### src/rtl/core_clk_rst_ctrl_pkg.sv
// core_clk_pkg: shared types for the core clock/reset sequencer.
//   CMD_*     : command opcode encodings on cmd_op_i
//   cmd_op_e  : 3-bit command enum (6 and 7 decode as no-ops)
//   state_e   : sequencer states
//   is_idle() : states in which commands are accepted
package core_clk_pkg;

    localparam logic [2:0] CMD_NOP        = 3'd0;
    localparam logic [2:0] CMD_SET_DIV    = 3'd1;
    localparam logic [2:0] CMD_RUN        = 3'd2;
    localparam logic [2:0] CMD_STOP       = 3'd3;
    localparam logic [2:0] CMD_PULSE      = 3'd4;
    localparam logic [2:0] CMD_RESET_CORE = 3'd5;
    localparam logic [2:0] CMD_RSVD6      = 3'd6;
    localparam logic [2:0] CMD_RSVD7      = 3'd7;

    typedef enum logic [2:0] {
        OP_NOP        = CMD_NOP,
        OP_SET_DIV    = CMD_SET_DIV,
        OP_RUN        = CMD_RUN,
        OP_STOP       = CMD_STOP,
        OP_PULSE      = CMD_PULSE,
        OP_RESET_CORE = CMD_RESET_CORE,
        OP_RSVD6      = CMD_RSVD6,
        OP_RSVD7      = CMD_RSVD7
    } cmd_op_e;

    typedef enum logic [2:0] {
        RESETTING,
        STOPPED,
        RUNNING,
        PULSING,
        STOPPING
    } state_e;

    function automatic logic is_idle(input state_e s);
        return (s == STOPPED) || (s == RUNNING);
    endfunction

endpackage

### src/rtl/core_clk_rst_ctrl_clk_div_gen.sv
// clk_div_gen: programmable half-period divider for the core clock.
//   clk, rst_n : system clock, synchronous active-low reset
//   en         : divider runs when high; when low, clock and counter held at 0
//   div        : half-period minus one, in clk cycles
//   clk_core   : registered divided clock
//   core_rise  : registered strobe, high in the first cycle clk_core is 1
//   low_phase  : clk_core is currently low
//   rise_next  : clk_core rises at the coming clk edge
//   fall_next  : clk_core falls at the coming clk edge
module clk_div_gen #(
    parameter int unsigned DIV_WIDTH = 16
) (
    input  logic                 clk,
    input  logic                 rst_n,
    input  logic                 en,
    input  logic [DIV_WIDTH-1:0] div,
    output logic                 clk_core,
    output logic                 core_rise,
    output logic                 low_phase,
    output logic                 rise_next,
    output logic                 fall_next
);

    logic [DIV_WIDTH-1:0] cnt;
    logic                 terminal;

    // >= rather than == so that lowering div mid-phase toggles on the next clk
    assign terminal  = en && (cnt >= div);
    assign rise_next = terminal && !clk_core;
    assign fall_next = terminal && clk_core;
    assign low_phase = !clk_core;

    always_ff @(posedge clk) begin
        if (!rst_n) begin
            cnt       <= '0;
            clk_core  <= 1'b0;
            core_rise <= 1'b0;
        end else if (!en) begin
            cnt       <= '0;
            clk_core  <= 1'b0;
            core_rise <= 1'b0;
        end else if (cnt >= div) begin
            cnt       <= '0;
            clk_core  <= ~clk_core;
            core_rise <= ~clk_core;
        end else begin
            cnt       <= cnt + 1'b1;
            core_rise <= 1'b0;
        end
    end

endmodule

### src/rtl/core_clk_rst_ctrl.sv
// core_clk_rst_ctrl: core clock and reset sequencer driven by a valid/ready
// command port (NOP, SET_DIV, RUN, STOP, PULSE, RESET_CORE).
//   clk, rst_n   : system clock, synchronous active-low reset
//   cmd_valid_i  : command valid; accepted when cmd_ready_o is also high
//   cmd_ready_o  : high in STOPPED and RUNNING
//   cmd_op_i     : command opcode
//   cmd_arg_i    : divide value (low DIV_WIDTH bits) or pulse count
//   clk_core_o   : divided core clock
//   core_rise_o  : one-cycle strobe with each core clock rising edge
//   rst_core_o   : active-high core reset
//   busy_o       : high in RESETTING, PULSING, STOPPING
//   done_o       : one-cycle strobe at the end of PULSE, STOP, RESET_CORE
module core_clk_rst_ctrl
    import core_clk_pkg::*;
#(
    parameter int unsigned DIV_WIDTH          = 16,
    parameter int unsigned PULSE_CONTROL_BITS = 32,
    parameter int unsigned RESET_CLK_CYCLES   = 20,
    parameter int unsigned DEFAULT_DIV        = 0,
    parameter int unsigned AUTO_RUN           = 0
) (
    input  logic                          clk,
    input  logic                          rst_n,
    input  logic                          cmd_valid_i,
    output logic                          cmd_ready_o,
    input  logic [2:0]                    cmd_op_i,
    input  logic [PULSE_CONTROL_BITS-1:0] cmd_arg_i,
    output logic                          clk_core_o,
    output logic                          core_rise_o,
    output logic                          rst_core_o,
    output logic                          busy_o,
    output logic                          done_o
);

    localparam logic [PULSE_CONTROL_BITS-1:0] RESET_EDGES = PULSE_CONTROL_BITS'(RESET_CLK_CYCLES);
    localparam logic [DIV_WIDTH-1:0]          DIV_INIT    = DIV_WIDTH'(DEFAULT_DIV);

    state_e                        state;
    cmd_op_e                       op;
    logic [DIV_WIDTH-1:0]          div;
    logic [PULSE_CONTROL_BITS-1:0] edge_cnt;
    logic [PULSE_CONTROL_BITS-1:0] edge_inc;
    logic [PULSE_CONTROL_BITS-1:0] pulse_n;
    logic                          por;
    logic                          ready;
    logic                          busy;
    logic                          rst_core;
    logic                          done;
    logic                          accept;
    logic                          stop_req;
    logic                          clk_after;
    logic                          low_phase;
    logic                          rise_next;
    logic                          fall_next;

    clk_div_gen #(
        .DIV_WIDTH (DIV_WIDTH)
    ) u_div (
        .clk       (clk),
        .rst_n     (rst_n),
        .en        (state != STOPPED),
        .div       (div),
        .clk_core  (clk_core_o),
        .core_rise (core_rise_o),
        .low_phase (low_phase),
        .rise_next (rise_next),
        .fall_next (fall_next)
    );

    assign op       = cmd_op_e'(cmd_op_i);
    assign accept   = cmd_valid_i && ready;
    assign edge_inc = (&edge_cnt) ? edge_cnt : edge_cnt + 1'b1;
    // PULSE 0 is handled exactly like STOP in both idle states
    assign stop_req = (op == OP_STOP) || ((op == OP_PULSE) && (cmd_arg_i == '0));
    // Core clock level after the coming edge; a stop decided on a high level
    // must drain through STOPPING so the high phase is never cut short.
    assign clk_after = rise_next || (!low_phase && !fall_next);

    assign cmd_ready_o = ready;
    assign busy_o      = busy;
    assign rst_core_o  = rst_core;
    assign done_o      = done;

    always_ff @(posedge clk) begin
        if (!rst_n) begin
            state    <= RESETTING;
            div      <= DIV_INIT;
            edge_cnt <= '0;
            pulse_n  <= '0;
            por      <= 1'b1;
            ready    <= 1'b0;
            busy     <= 1'b1;
            rst_core <= 1'b1;
            done     <= 1'b0;
        end else begin
            done <= 1'b0;
            case (state)
                RESETTING: begin
                    if (rise_next) begin
                        edge_cnt <= edge_inc;
                    end else if (fall_next && (edge_cnt >= RESET_EDGES)) begin
                        rst_core <= 1'b0;
                        done     <= !por;
                        por      <= 1'b0;
                        state    <= (por && (AUTO_RUN != 0)) ? RUNNING : STOPPED;
                        ready    <= 1'b1;
                        busy     <= 1'b0;
                    end
                end

                STOPPED, RUNNING: begin
                    if (accept) begin
                        if (op == OP_SET_DIV) begin
                            div <= cmd_arg_i[DIV_WIDTH-1:0];
                        end else if (op == OP_RUN) begin
                            state <= RUNNING;
                        end else if (stop_req) begin
                            if (state == RUNNING && clk_after) begin
                                state <= STOPPING;
                                ready <= 1'b0;
                                busy  <= 1'b1;
                            end else begin
                                state <= STOPPED;
                                done  <= 1'b1;
                            end
                        end else if (op == OP_PULSE) begin
                            state    <= PULSING;
                            pulse_n  <= cmd_arg_i;
                            edge_cnt <= '0;
                            ready    <= 1'b0;
                            busy     <= 1'b1;
                        end else if (op == OP_RESET_CORE) begin
                            state    <= RESETTING;
                            rst_core <= 1'b1;
                            edge_cnt <= '0;
                            ready    <= 1'b0;
                            busy     <= 1'b1;
                        end
                    end
                end

                PULSING: begin
                    if (rise_next) begin
                        edge_cnt <= edge_inc;
                        // pulse_n >= 1 here; this rise is the last one requested
                        if (edge_cnt >= pulse_n - 1'b1) begin
                            state <= STOPPING;
                        end
                    end
                end

                STOPPING: begin
                    if (fall_next) begin
                        state <= STOPPED;
                        done  <= 1'b1;
                        ready <= 1'b1;
                        busy  <= 1'b0;
                    end
                end

                default: begin
                    state <= RESETTING;
                    ready <= is_idle(RESETTING);
                    busy  <= 1'b1;
                end
            endcase
        end
    end

endmodule

### config.mk
export PLATFORM = sky130hd
export DESIGN_NAME = core_clk_rst_ctrl
export DESIGN_NICKNAME = d
export VERILOG_FILES = /design/src/rtl/core_clk_rst_ctrl_pkg.sv /design/src/rtl/core_clk_rst_ctrl_clk_div_gen.sv /design/src/rtl/core_clk_rst_ctrl.sv
export SDC_FILE = /design/constraint.sdc
export NUM_CORES = 1
export LEC_CHECK = 0
export ABC_AREA = 1
export BUFFER_PORTS_ARGS = -buffer_cell sky130_fd_sc_hd__buf_4
export CAP_MARGIN = 20
export CORE_ASPECT_RATIO = 1.5
export CORE_MARGIN = 3
export CORE_UTILIZATION = 30
export CTS_CLUSTER_SIZE = 40
export DETAILED_ROUTE_END_ITERATION = 10
export GPL_TIMING_DRIVEN = 0
export PLACE_DENSITY = 0.52
export RECOVER_POWER = 100
export SYNTH_ARGS = -nofsm -noshare
export SYNTH_HDL_FRONTEND = slang
export SYNTH_HIERARCHICAL = 1
export SYNTH_SLANG_ARGS = --single-unit
### constraint.sdc
create_clock -name clk -period 6.2 [get_ports clk]
set_clock_uncertainty 0.05 [all_clocks]
set_input_delay 0.31 -clock clk [delete_from_list [all_inputs] [get_ports clk]]
set_output_delay 0.31 -clock clk [all_outputs]
set_load 0.03 [all_outputs]
==> impl_metrics.sql, run 1 <==
INSERT INTO impl_metrics (metric_group, metric, value, unit) VALUES
('routing', 'drt_wl_total', '23600', 'um'),
('critical_path', 'path_cells', 'nor2_1 -> nand2_1 -> nor2_1 -> nand2_1 -> nor4_1 -> nand3_1 -> nor2_1 -> xor2_1 -> ha_1 -> a21oi_1 -> nor2_1 -> nor2_1 -> nand3_1 -> a21oi_1 -> nand2_1 -> nand2_1 -> nand2_1 -> nand2_1 -> nor2_1', ''),
('critical_path', 'worst-setup-path-type', 'reg -> reg', ''),
('critical_path', 'worstSetupEndpointType', 'flip-flop', ''),
('routing', 'ant_nets', '0', ''),
('yosys', 'postSynthRegisterBits', '106', ''),
('critical_path', 'critPathRequiredTime', '6.41', 'ns'),
('global_route', 'grt_pass1_wl', '37500', 'um'),
('die', 'die_x', '135', 'um'),
('critical_path', 'r2r-end', 'state[0]$_SDFFE_PN0P_', ''),
('routing', 'drt-wirelength-per-cell', '14.9', 'um'),
('sta', 'final_cycle_utilization_of_the_critical_path', '0.606', ''),
('yosys', 'synth.area.mux_share', '0', ''),
('sta', 'hold_violations', '0', ''),
('final_layout', 'insertedDiodeCount', '0', ''),
('critical_path', 'critPathTopFamily', 'simple AND/OR/NAND/NOR gates', ''),
('min_path', 'worstHoldPathType', 'in -> reg', ''),
('critical_path', 'regToRegSetupSlack', '2.44', 'ns'),
('clock_tree', 'cts_hold_buf', '0', ''),
('yosys', 'yosys.area_share.simple', '0.396', ''),
('yosys', 'postSynthAreaPerCell', '6.29', 'um2'),
('die', 'rows', '70', ''),
('sta', 'max_slew_margin_vs_limit', '0.294', ''),
('critical_path', 'worst_setup_path_startpoint', 'pulse_n[2]$_SDFFE_PN0P_', ''),
('critical_path', 'arrival', '3.97', 'ns'),
('yosys', 'synth_xor_area_frac', '0.0616', ''),
('routing', 'routed_via_density', '4.72', ''),
('yosys', 'syn-num-nets', '1289', ''),
('critical_path', 'slowest_delay', '0.89', 'ns'),
('sta', 'fmax', '0.266', 'GHz'),
('run', 'number_of_maximum_capacitance_violations', '0', ''),
('critical_path', 'worst_path_max_delay_cell', 'sky130_fd_sc_hd__nor4_1', ''),
('power_and_ir_drop', 'power.leakage', '3.83', 'nW'),
('yosys', 'synth_compound_area_frac', '0.0813', ''),
('clock_tree', 'cts_tree', 'done', ''),
('sta', 'final.min_clock_period', '3.76', 'ns'),
('final_layout', 'nets', '1343', ''),
('critical_path', 'critical_path.n_buffers_inverters', '0', ''),
('die', 'chipHeight', '200', 'um'),
('yosys', 'post_synth_fa_ha_maj_area_fraction', '0.0863', ''),
('global_route', 'first_global_vias', '7379', ''),
('routing', 'initialDrtViolationCount', '347', ''),
('sta', 'timing_worst_slew_pin_value', '1.05', 'ns'),
('global_route', 'grt_util_all_layers', '0.176', ''),
('sta', 'report.final.slew_viol_count', '0', ''),
('yosys', 'synth.lib_cells_used.distinct', '36', ''),
('clock_tree', 'cts_resized', '0', ''),
('sta', 'setup_repair_after_global_routing_missed_its_margin', 'no', ''),
('critical_path', 'path_max_fanout', '5', ''),
('critical_path', 'timing.critical_path.from_type', 'flip-flop', ''),
('sta', 'finalSetupTns', '0', 'ns'),
('clock_tree', 'cts_h_tree_lvls', '3', ''),
('routing', 'post-route-drc-count', '0', ''),
('min_path', 'timing.hold.worst_endpoint', 'pulse_n[26]$_SDFFE_PN0P_', ''),
('placed_design', 'place.gp.congestion', '0.909', ''),
('clock_tree', 'worst_skew_pair.late_latency', '0.37', 'ns'),
('yosys', 'main_combinational_cell_family_by_area_after_synthesis', 'simple AND/OR/NAND/NOR gates', ''),
('clock_tree', 'clockRootBuffer', 'sky130_fd_sc_hd__clkbuf_16', ''),
('clock_tree', 'path_clk_slew', '0.08', 'ns'),
('status', 'status', 'complete, no violations', ''),
('critical_path', 'r2r-start', 'pulse_n[2]$_SDFFE_PN0P_', ''),
('sta', 'setup_viol', '0', ''),
('clock_tree', 'cts_max_path_buffers', '2', ''),
('min_path', 'hp-start', 'cmd_arg_i[26]', ''),
('yosys', 'synth_seq_area_share', '0.281', ''),
('die', 'dieArea', '27100', 'um2'),
('global_route', 'antenna_found_initial', '0', ''),
('die', 'initial_utilization', '0.307', ''),
('final_layout', 'fillers', '2742', ''),
('yosys', 'syn_inst', '1199', ''),
('routing', 'drtPass1Iterations', '5', '');
-- metrics by stage --
| stage | setup WS, ns | total power (W) | utilization | instance area (um2) | cells |
|---|---|---|---|---|---|
| after floorplan | 3.53 | 0.00113 | - | 7540 | 1199 |
| after global placement | 2.97 | 0.00132 | 0.337 | 8270 | 1566 |
| after detailed placement | 2.94 | 0.00132 | 0.337 | 8270 | 1566 |
| after CTS | 2.91 | 0.00192 | 0.349 | 8560 | 1582 |
| after global routing | 2.06 | 0.00195 | 0.345 | 8460 | 1582 |
| final | 2.44 | 0.00185 | 0.345 | 8460 | 1582 |
-- cell type report --
| class | instances | area, um2 | share of cell area |
|---|---|---|---|
| Multi-Input combinational cell | 918 | 4650 | 0.550 |
| Buffer | 32 | 146 | 0.0173 |
| Timing Repair Buffer | 43 | 297 | 0.0351 |
| Tap cell | 324 | 405 | 0.0479 |
| Clock buffer | 11 | 253 | 0.0299 |
| Sequential cell | 106 | 2120 | 0.251 |
| Inverter | 143 | 537 | 0.0635 |
| Clock inverter | 5 | 43.8 | 0.00518 |
-- worst max path at each step --
stage,endpoint,slack [ns],cells past startpoint
after floorplan,state[0]$_SDFFE_PN0P_,3.53,19
after global placement,state[0]$_SDFFE_PN0P_,2.97,19
after detailed placement,state[1]$_SDFFE_PN0P_,2.94,19
after CTS,state[0]$_SDFFE_PN0P_,2.91,19
after global routing,state[1]$_SDFFE_PN0P_,2.06,19
final,state[0]$_SDFFE_PN0P_,2.44,19
-- Yosys cell counts (all sizes together) --
master	n	area [um2]
nand4	46	303
clkbuf	17	63.8
o21ai	57	285
o21a	3	22.5
a31oi	1	6.26
nor3	28	151
xnor2	7	61.3
nor2	294	1150
dfxtp	106	2120
nand2	260	991
nand3	57	323
nand3b	2	15.0
nor3b	3	22.5
buf	15	100
inv	141	529
o2111ai	1	8.76
and2	1	6.26
ha	52	651
xor2	46	403
clkinv	2	7.51
a21oi	58	290
nor4	2	27.5
-- sequential cells by signal (all words and copies together) (netlist names), 3 cells and up --
name,flops
edge_cnt,32
div,16
state,3
pulse_n,32
u_div/cnt,16
-- worst reg2reg max path, cell delays in order (launching register included) --
cell and delay [ns]:
sky130_fd_sc_hd__dfxtp_1 0.35, sky130_fd_sc_hd__nor2_1 0.14, sky130_fd_sc_hd__nand2_1 0.07, sky130_fd_sc_hd__nor2_1 0.15, sky130_fd_sc_hd__nand2_1 0.18, sky130_fd_sc_hd__nor4_1 0.89
sky130_fd_sc_hd__nand3_1 0.25, sky130_fd_sc_hd__nor2_1 0.19, sky130_fd_sc_hd__xor2_1 0.24, sky130_fd_sc_hd__ha_1 0.28, sky130_fd_sc_hd__a21oi_1 0.15, sky130_fd_sc_hd__nor2_1 0.05
sky130_fd_sc_hd__nor2_1 0.08, sky130_fd_sc_hd__nand3_1 0.08, sky130_fd_sc_hd__a21oi_1 0.12, sky130_fd_sc_hd__nand2_1 0.10, sky130_fd_sc_hd__nand2_1 0.14, sky130_fd_sc_hd__nand2_1 0.07
sky130_fd_sc_hd__nand2_1 0.06, sky130_fd_sc_hd__nor2_1 0.04
-- layout by cell type (no fill, tap or decap), types with 3 or more instances in the layout --
master                        n
sky130_fd_sc_hd__clkbuf_16    9
sky130_fd_sc_hd__clkbuf_1    32
sky130_fd_sc_hd__nor2_2       6
sky130_fd_sc_hd__o21ai_1      3
sky130_fd_sc_hd__inv_1      139
sky130_fd_sc_hd__nor2_1     285
sky130_fd_sc_hd__buf_2        3
sky130_fd_sc_hd__dfxtp_1    106
sky130_fd_sc_hd__nor2_4       3
sky130_fd_sc_hd__buf_6        3
sky130_fd_sc_hd__nand4_1     45
sky130_fd_sc_hd__nor3_1      27
sky130_fd_sc_hd__xnor2_1      7
sky130_fd_sc_hd__buf_4       36
sky130_fd_sc_hd__o21a_1       3
sky130_fd_sc_hd__ha_1        52
sky130_fd_sc_hd__xor2_1      46
sky130_fd_sc_hd__nand2_1    259
sky130_fd_sc_hd__nor3b_1      3
sky130_fd_sc_hd__nand3_1     55
sky130_fd_sc_hd__a21oi_1     58
sky130_fd_sc_hd__o21ai_0     54
-- cells by family (layout without fill, tap and decap cells) --
family / Yosys count / in the layout
DFF: 106 / 106
xor gates and xnor gates: 53 / 53
and+or+nand+nor: 693 / 693
adders and majority gates: 52 / 52
AOI/OAI and AO/OA: 120 / 120
buffers and inverters: 175 / 234
-- power by group --
part	switching, W	total (W)	internal (W)
Sequential	0.0000219	0.000721	0.000700
Clock	0.000284	0.000584	0.000300
Combinational	0.000396	0.000541	0.000146
Total	0.000701	0.00185	0.00115
-- metal layers --
| metal | share of wire | vias to the layer above | track usage | routed length, um |
|---|---|---|---|---|
| li1 | - | 3930 | - | - |
| met1 | 0.38 | 3356 | 0.178 | 8970 |
| met2 | 0.54 | 122 | 0.334 | 12600 |
| met3 | 0.027 | 54 | 0.0246 | 639 |
| met4 | 0.058 | 0 | 0.104 | 1380 |
| met5 | 0 | - | 0 | 0 |
Note: power is estimated with default switching activity, not from simulation.
==> inputs of run 2 (changes only) <==
- clock period: 6.2 -> 3.5 ns (I/O delays scaled with it)
==> run 2 against run 1 <==
  * Die area did not move
  * Largest cell class unchanged
  * Global-route usage barely moved
  * Critical path type unchanged
  * Sequential share of layout area fell by 0.31 points
  * Non-clock buffer count rose by 9
  * Hold slack got worse by 0.12 ns
==> impl_metrics.sql, run 2 (same netlist as run 1, synthesis figures left out) <==
INSERT INTO impl_metrics (metric_group, metric, value, unit) VALUES
('power_and_ir_drop', 'power_density', '384', 'nW/um2'),
('final_layout', 'finish.utilization', '0.349', ''),
('placed_design', 'preCtsSetupSlack', '0.245', 'ns'),
('sta', 'hold_violations', '0', ''),
('die', 'floorplan.io_pins', '44', ''),
('sta', 'fmax', '0.317', 'GHz'),
('clock_tree', 'cts_tree', 'done', ''),
('min_path', 'worstHoldPathType', 'in -> reg', ''),
('critical_path', 'r2r-start', 'pulse_n[0]$_SDFFE_PN0P_', ''),
('routing', 'initialDrtViolationCount', '345', ''),
('critical_path', 'path_max_fanout', '4', ''),
('critical_path', 'worstSetupEndpointType', 'flip-flop', ''),
('sta', 'final_cycle_utilization_of_the_critical_path', '0.901', ''),
('global_route', 'antenna_found_initial', '0', ''),
('routing', 'routed_via_density', '4.71', ''),
('global_route', 'grt-ovfl-total', '0', ''),
('clock_tree', 'worst_skew_pair.late_latency', '0.37', 'ns'),
('critical_path', 'timing.critical_path.from_type', 'flip-flop', ''),
('routing', 'post-route-drc-count', '0', ''),
('die', 'chipHeight', '200', 'um'),
('critical_path', 'crit_top_cell', 'sky130_fd_sc_hd__nand2_1', ''),
('clock_tree', 'clockRootBuffer', 'sky130_fd_sc_hd__clkbuf_16', ''),
('final_layout', 'insertedDiodeCount', '0', ''),
('routing', 'drt-wirelength-per-cell', '14.9', 'um'),
('clock_tree', 'path_clk_slew', '0.07', 'ns'),
('clock_tree', 'cts_max_path_buffers', '2', ''),
('final_layout', 'reg.largest.list', 'edge_cnt: 32 flops, pulse_n: 32 flops', ''),
('sta', 'max_slew_margin_vs_limit', '0.587', ''),
('final_layout', 'drive_gt1_frac', '0.0631', ''),
('power_and_ir_drop', 'p_total', '0.00328', 'W'),
('routing', 'drtPass1Iterations', '5', ''),
('final_layout', 'most_common_cell_after_layout_fill_and_taps_aside', 'sky130_fd_sc_hd__nor2_1', ''),
('routing', 'dr_vias', '7487', ''),
('final_layout', 'area_growth', '13.6', '%'),
('sta', 'report.final.slew_viol_count', '0', ''),
('sta', 'layout_setup_ws', '0.348', 'ns'),
('placed_design', 'dp.final_hpwl', '19500', 'um'),
('run', 'number_of_maximum_capacitance_violations', '0', ''),
('clock_tree', 'cts_h_tree_lvls', '3', ''),
('global_route', 'grt_util_all_layers', '0.176', ''),
('critical_path', 'critPathRequiredTime', '3.71', 'ns'),
('sta', 'setup_viol', '0', ''),
('routing', 'drt_wl_total', '23700', 'um'),
('critical_path', 'path_cells', 'inv_1 -> ha_1 -> nand3_1 -> nor2_2 -> nand3_1 -> nor3_1 -> nand3_1 -> xor2_1 -> ha_1 -> nand2_1 -> o21ai_0 -> nand2_1 -> nand3_1 -> a21oi_1 -> nand2_1 -> nand2_1 -> nand2_1 -> nand2_1 -> nor2_1', ''),
('die', 'dieArea', '27100', 'um2'),
('placed_design', 'port_buffers', '43', ''),
('final_layout', 'nets', '1352', ''),
('clock_tree', 'cts_inserted_buffers', '9', ''),
('global_route', 'first_global_vias', '7408', ''),
('power_and_ir_drop', 'power.leakage', '3.88', 'nW'),
('die', 'die_x', '135', 'um'),
('critical_path', 'worst_path_max_delay_cell', 'sky130_fd_sc_hd__dfxtp_1', ''),
('routing', 'ant_nets', '0', ''),
('die', 'core', '24500', 'um2'),
('placed_design', 'place.detailed.instances', '1566', ''),
('die', 'rows', '70', ''),
('sta', 'finalSetupTns', '0', 'ns'),
('sta', 'setup_repair_after_global_routing_missed_its_margin', 'no', ''),
('critical_path', 'worst-setup-path-type', 'reg -> reg', ''),
('die', 'initial_utilization', '0.307', ''),
('power_and_ir_drop', 'vdd_drop_max', '208', 'uV'),
('final_layout', 'layout.cells.most_common_list', '284 x sky130_fd_sc_hd__nor2_1, 259 x sky130_fd_sc_hd__nand2_1, 139 x sky130_fd_sc_hd__inv_1', ''),
('status', 'status', 'complete, no violations', ''),
('final_layout', 'layout.cells.non_filler', '1591', ''),
('sta', 'final.min_clock_period', '3.15', 'ns'),
('min_path', 'hp-start', 'cmd_arg_i[1]', ''),
('placed_design', 'place.gp.congestion', '0.909', ''),
('clock_tree', 'cts.sinks', '106', ''),
('sta', 'timing_worst_slew_pin_value', '0.619', 'ns'),
('critical_path', 'slowest_delay', '0.33', 'ns'),
('critical_path', 'arrival', '3.37', 'ns'),
('global_route', 'grt_pass1_wl', '37500', 'um'),
('global_route', 'grt_max_degree', '19', ''),
('critical_path', 'worst_setup_path_startpoint', 'pulse_n[0]$_SDFFE_PN0P_', '');
run 2: cell types whose count changed in the layout (fill, tap and decap cells not counted), moves of 2 or more:
| cell | delta |
|---|---|
| sky130_fd_sc_hd__buf_2 | +2 |
| sky130_fd_sc_hd__dlygate4sd3_1 | +7 |
| sky130_fd_sc_hd__buf_4 | +2 |
| sky130_fd_sc_hd__o21ai_0 | -2 |
| sky130_fd_sc_hd__o21ai_1 | +2 |
run 2: routing by layer:
metal	vias up	global-route usage	wire, um
met5	-	0	0
met1	3376	0.178	8990
met3	58	0.0241	578
li1	3946	-	-
met4	0	0.104	1410
met2	107	0.334	12700
run 2: critical path: cells and delay by family (launching register included):
kind            cells  cell delay [ns]
simple gates       13             1.67
buf+inv             1             0.12
compound gates      2             0.21
xor+xnor            1             0.22
fa+ha+maj           2             0.45
flops               1             0.33
run 2: path summary, 6_finish.rpt:
check	depth (start not counted)	slack, ns	endpoint
worst min register to register	2	0.42	busy_o$_SDFFE_PN1P_
worst max-delay path	19	0.35	state[0]$_SDFFE_PN0P_
worst max register to register	19	0.35	state[0]$_SDFFE_PN0P_
worst min-delay path	3	0.005	pulse_n[1]$_SDFFE_PN0P_
run 2: metrics by stage:
| stage | hold WS (ns) | instance area, um2 |
|---|---|---|
| finish | 0.00499 | 8560 |
| global route | 0.0109 | 8560 |
| CTS | 0.000747 | 8630 |
| detailed placement | 0.374 | 8270 |
| global placement | 0.363 | 8270 |
| floorplan | 0.260 | 7540 |
run 2: layout make-up:
class	count	area (um2)
fillers	2741	16000
multi-input cells	918	4670
flip-flops and latches	106	2120
inverters	143	537
well taps	324	405
repair buffers	52	382
clock buffers	11	253
plain buffers	32	149
clock inverters	5	43.8
run 2: report_power, final:
part	internal [W]	switching, W	leakage (nW)
logic	0.000264	0.000703	2.89
registers	0.00124	0.0000387	0.855
clock network	0.000532	0.000508	0.140
run 2: repair_timing:
action                                  4_1_cts  5_1_grt
buffers inserted                              0        2
endpoints found under the hold margin         7        0
endpoints found under the setup margin        0        2
resized for setup                             0        1
hold buffers                                  7        0
==> inputs of run 3 (changes only) <==
- SYNTH_HIERARCHICAL: 1 -> default
==> run 3 against run 2 <==
  * Highest routed layer unchanged
  * Die area is 1.8% lower
  * Non-clock buffer count down 4
  * Combinational power shrank 83%
  * Area after synthesis shrank 1.9%
  * Register-to-register slack worse by 0.08 ns
  * Global-route usage rose by 0.45 points
  * Synthesized cell count shrank 5.5%
  * Cell count shrank 5.1%
  * Clock power is essentially flat
==> impl_metrics.sql, run 3 <==
INSERT INTO impl_metrics (metric_group, metric, value, unit) VALUES
('status', 'status', 'complete, no violations', ''),
('min_path', 'worstHoldPathType', 'in -> reg', ''),
('critical_path', 'path_cells', 'inv_1 -> nand2_1 -> nor3_2 -> nand2_1 -> nor4_1 -> nand3_1 -> xor2_1 -> inv_1 -> ha_1 -> nand2_1 -> inv_1 -> nand3_1 -> nor3_1 -> nand2_1 -> nand2_1 -> nand2_1 -> nand2_1 -> nand2_1 -> nand2_1 -> nand2_1 -> nor2_1', ''),
('yosys', 'syn-num-nets', '1225', ''),
('yosys', 'synth_compound_area_frac', '0.134', ''),
('routing', 'initialDrtViolationCount', '381', ''),
('power_and_ir_drop', 'comb_power_share', '0.066', ''),
('sta', 'fmax', '0.310', 'GHz'),
('placed_design', 'place.gp.congestion', '0.946', ''),
('yosys', 'syn_std_cell_area', '7400', 'um2'),
('power_and_ir_drop', 'net-switching-power', '0.000627', 'W'),
('yosys', 'postSynthRegisterBits', '106', ''),
('global_route', 'antenna_found_initial', '0', ''),
('power_and_ir_drop', 'pwr-share-seq', '0.496', ''),
('die', 'chipHeight', '198', 'um'),
('routing', 'ant_nets', '0', ''),
('power_and_ir_drop', 'vdd_drop_max', '252', 'uV'),
('yosys', 'synth_largest_type_area_fraction', '0.287', ''),
('final_layout', 'finish.utilization', '0.347', ''),
('critical_path', 'worst-setup-path-type', 'reg -> reg', ''),
('yosys', 'synth_seq_area_share', '0.287', ''),
('yosys', 'synth_top_cells_by_count', '221 x sky130_fd_sc_hd__nand2_1, 170 x sky130_fd_sc_hd__nor2_1, 132 x sky130_fd_sc_hd__inv_1', ''),
('final_layout', 'reg.largest.list', 'edge_cnt: 32 flops, pulse_n: 32 flops', ''),
('die', 'dieArea', '26600', 'um2'),
('sta', 'setup_repair_after_global_routing_missed_its_margin', 'no', ''),
('yosys', 'synth.top_cells.by_area', 'sky130_fd_sc_hd__dfxtp_1 29%, sky130_fd_sc_hd__nand2_1 11%, sky130_fd_sc_hd__ha_1 9.1%, sky130_fd_sc_hd__nor2_1 8.6%, sky130_fd_sc_hd__a21oi_1 7.2%', ''),
('clock_tree', 'path_clk_slew', '0.08', 'ns'),
('run', 'number_of_maximum_capacitance_violations', '0', ''),
('die', 'rows', '69', ''),
('final_layout', 'layout.cell_area.non_filler', '8340', 'um2'),
('yosys', 'syn_inst', '1133', ''),
('yosys', 'main_combinational_cell_family_by_area_after_synthesis', 'simple AND/OR/NAND/NOR gates', ''),
('yosys', 'synth.area.mux_share', '0', ''),
('power_and_ir_drop', 'clkPwrFrac', '0.438', ''),
('yosys', 'synth_top_flop_cell', 'sky130_fd_sc_hd__dfxtp_1', ''),
('power_and_ir_drop', 'power.leakage', '3.60', 'nW'),
('final_layout', 'multi_input_comb_area', '4530', 'um2'),
('critical_path', 'worstSetupEndpointType', 'flip-flop', ''),
('critical_path', 'arrival', '3.49', 'ns'),
('final_layout', 'nets', '1279', ''),
('critical_path', 'r2r_cells', '21', ''),
('critical_path', 'critical_path.n_buffers_inverters', '3', ''),
('yosys', 'yosys.area_share.simple', '0.346', ''),
('sta', 'final_cycle_utilization_of_the_critical_path', '0.922', ''),
('yosys', 'synth_largest_area_cell', 'sky130_fd_sc_hd__dfxtp_1', ''),
('sta', 'final.min_clock_period', '3.23', 'ns'),
('placed_design', 'port_buffers', '43', ''),
('clock_tree', 'worst_skew_pair.late_latency', '0.37', 'ns'),
('final_layout', 'insertedDiodeCount', '0', ''),
('final_layout', 'most_common_cell_after_layout_fill_and_taps_aside', 'sky130_fd_sc_hd__nand2_1', ''),
('placed_design', 'dp.final_hpwl', '19300', 'um'),
('power_and_ir_drop', 'power.switching_fraction', '0.255', ''),
('sta', 'hold_violations', '0', ''),
('yosys', 'post_synth_edffs', '0', ''),
('routing', 'routed_via_density', '4.79', ''),
('global_route', 'grt_pass1_wl', '37300', 'um'),
('sta', 'setup_viol', '0', ''),
('final_layout', 'layout.cells.most_common_list', '226 x sky130_fd_sc_hd__nand2_1, 169 x sky130_fd_sc_hd__nor2_1, 133 x sky130_fd_sc_hd__inv_1', ''),
('yosys', 'async_reset_ff_frac', '0', ''),
('sta', 'max_slew_margin_vs_limit', '0.454', ''),
('clock_tree', 'cts_h_tree_lvls', '3', ''),
('routing', 'drt_wl_total', '23100', 'um'),
('critical_path', 'slowest_delay', '0.46', 'ns'),
('power_and_ir_drop', 'power_density', '295', 'nW/um2'),
('yosys', 'synth.lib_cells_used.distinct', '39', ''),
('routing', 'drt-wirelength-per-cell', '15.3', 'um'),
('global_route', 'grt_util_all_layers', '0.180', ''),
('power_and_ir_drop', 'cellInternalPower', '0.00183', 'W'),
('critical_path', 'critPathTopFamily', 'simple AND/OR/NAND/NOR gates', ''),
('critical_path', 'critPathRequiredTime', '3.76', 'ns'),
('critical_path', 'path_depth', '21', ''),
('final_layout', 'area_growth', '12.7', '%'),
('die', 'die_x', '134', 'um'),
('sta', 'timing_worst_slew_pin_value', '0.820', 'ns'),
('global_route', 'grt_max_degree', '19', ''),
('routing', 'drtPass1Iterations', '6', ''),
('die', 'floorplan.io_pins', '44', ''),
('critical_path', 'crit_top_cell', 'sky130_fd_sc_hd__nand2_1', ''),
('routing', 'dr_vias', '7231', ''),
('placed_design', 'placement.cell_area', '8120', 'um2'),
('critical_path', 'timing.critical_path.from_type', 'flip-flop', ''),
('yosys', 'synth_xor_area_frac', '0.0438', ''),
('clock_tree', 'cts_inserted_buffers', '9', ''),
('die', 'initial_utilization', '0.308', ''),
('yosys', 'top_count_cell_post_synth', 'sky130_fd_sc_hd__nand2_1', ''),
('final_layout', 'seq_area', '2120', 'um2'),
('critical_path', 'worst_path_max_delay_cell', 'sky130_fd_sc_hd__nor4_1', ''),
('global_route', 'first_global_vias', '7098', ''),
('sta', 'finalSetupTns', '0', 'ns'),
('clock_tree', 'cts_tree', 'done', ''),
('sta', 'report.final.slew_viol_count', '0', ''),
('yosys', 'postSynthAreaPerCell', '6.53', 'um2'),
('final_layout', 'drive_gt1_frac', '0.0907', ''),
('yosys', 'yosysWarningCount', '0', ''),
('sta', 'final.hold.worst_slack', '0.0442', 'ns'),
('die', 'core', '24000', 'um2'),
('routing', 'post-route-drc-count', '0', ''),
('critical_path', 'path_max_fanout', '4', ''),
('yosys', 'post_synth_fa_ha_maj_area_fraction', '0.0914', ''),
('clock_tree', 'cts_max_path_buffers', '2', ''),
('global_route', 'grt-ovfl-total', '0', ''),
('clock_tree', 'cts.sinks', '106', ''),
('clock_tree', 'clockRootBuffer', 'sky130_fd_sc_hd__clkbuf_16', ''),
('final_layout', 'fillers', '2734', ''),
('min_path', 'hold_depth', '3', '');
==> run 3: worst reg2reg max path, stage by stage, from the launching register on <==
cell                      delay [ns]
sky130_fd_sc_hd__dfxtp_1        0.30
sky130_fd_sc_hd__inv_1          0.15
sky130_fd_sc_hd__nand2_1        0.12
sky130_fd_sc_hd__nor3_2         0.18
sky130_fd_sc_hd__nand2_1        0.16
sky130_fd_sc_hd__nor4_1         0.46
sky130_fd_sc_hd__nand3_1        0.17
sky130_fd_sc_hd__xor2_1         0.16
sky130_fd_sc_hd__inv_1          0.06
sky130_fd_sc_hd__ha_1           0.28
sky130_fd_sc_hd__nand2_1        0.07
sky130_fd_sc_hd__inv_1          0.05
sky130_fd_sc_hd__nand3_1        0.09
sky130_fd_sc_hd__nor3_1         0.14
sky130_fd_sc_hd__nand2_1        0.08
sky130_fd_sc_hd__nand2_1        0.10
sky130_fd_sc_hd__nand2_1        0.08
sky130_fd_sc_hd__nand2_1        0.18
sky130_fd_sc_hd__nand2_1        0.10
sky130_fd_sc_hd__nand2_1        0.06
sky130_fd_sc_hd__nand2_1        0.04
sky130_fd_sc_hd__nor2_1         0.09
==> run 3: metal layers <==
metal	share of wire	GRT usage	vias up
met2	0.54	0.346	99
met5	0	0	-
met1	0.39	0.190	3267
li1	-	-	3810
met3	0.017	0.0193	55
met4	0.050	0.0977	0
==> run 3: stage by stage <==
step | power (W) | cells | worst slack, ns
after floorplan | 0.00133 | 1133 | 0.768
after global placement | 0.00142 | 1495 | 0.147
after detailed placement | 0.00142 | 1495 | 0.156
after CTS | 0.00250 | 1510 | 0.121
after global routing | 0.00255 | 1510 | 0.00980
final | 0.00245 | 1510 | 0.271
==> run 3: cells by family (layout without fill, tap and decap cells) <==
logic type	Yosys count	after routing
XOR/XNOR	37	37
AO/OA/AOI/OAI	186	186
buffers and inverters	179	237
flip-flops	106	106
adder cells (fa/ha/maj)	54	54
AND/OR/NAND/NOR	571	571
==> run 3: layout make-up <==
cell class                      count  area share
Buffer                             37      0.0189
Clock buffer                        9      0.0270
Clock inverter                      6     0.00871
Inverter                          142      0.0639
Multi-Input combinational cell    848       0.543
Sequential cell                   106       0.255
Tap cell                          319      0.0479
Timing Repair Buffer               43      0.0360
==> run 3: what timing repair did <==
item / 4_1_cts / 5_1_grt
buffers inserted: 0 / 0
resized for setup: 0 / 6
hold endpoints to repair: 0 / 0
hold buffers: 0 / 0
setup endpoints to repair: 0 / 3
==> run 3: power by group through the flow <==
stage | combinational [W] | clock [W] | sequential, W
after floorplan | 0.0000840 | 0 | 0.00125
after global placement | 0.000172 | 0 | 0.00125
after detailed placement | 0.000172 | 0 | 0.00125
after CTS | 0.000173 | 0.00111 | 0.00122
after global routing | 0.000180 | 0.00115 | 0.00122
final | 0.000162 | 0.00107 | 0.00122
==> run 3: worst paths after layout <==
path / from / slack (ns) / endpoint
worst max register to register: pulse_n[0]$_SDFFE_PN0P_ / 0.27 / state[0]$_SDFFE_PN0P_
worst min-delay path: cmd_arg_i[2] / 0.04 / pulse_n[2]$_SDFFE_PN0P_
worst min register to register: div[7]$_SDFFE_PN0P_ / 0.41 / div[7]$_SDFFE_PN0P_
worst max-delay path: pulse_n[0]$_SDFFE_PN0P_ / 0.27 / state[0]$_SDFFE_PN0P_
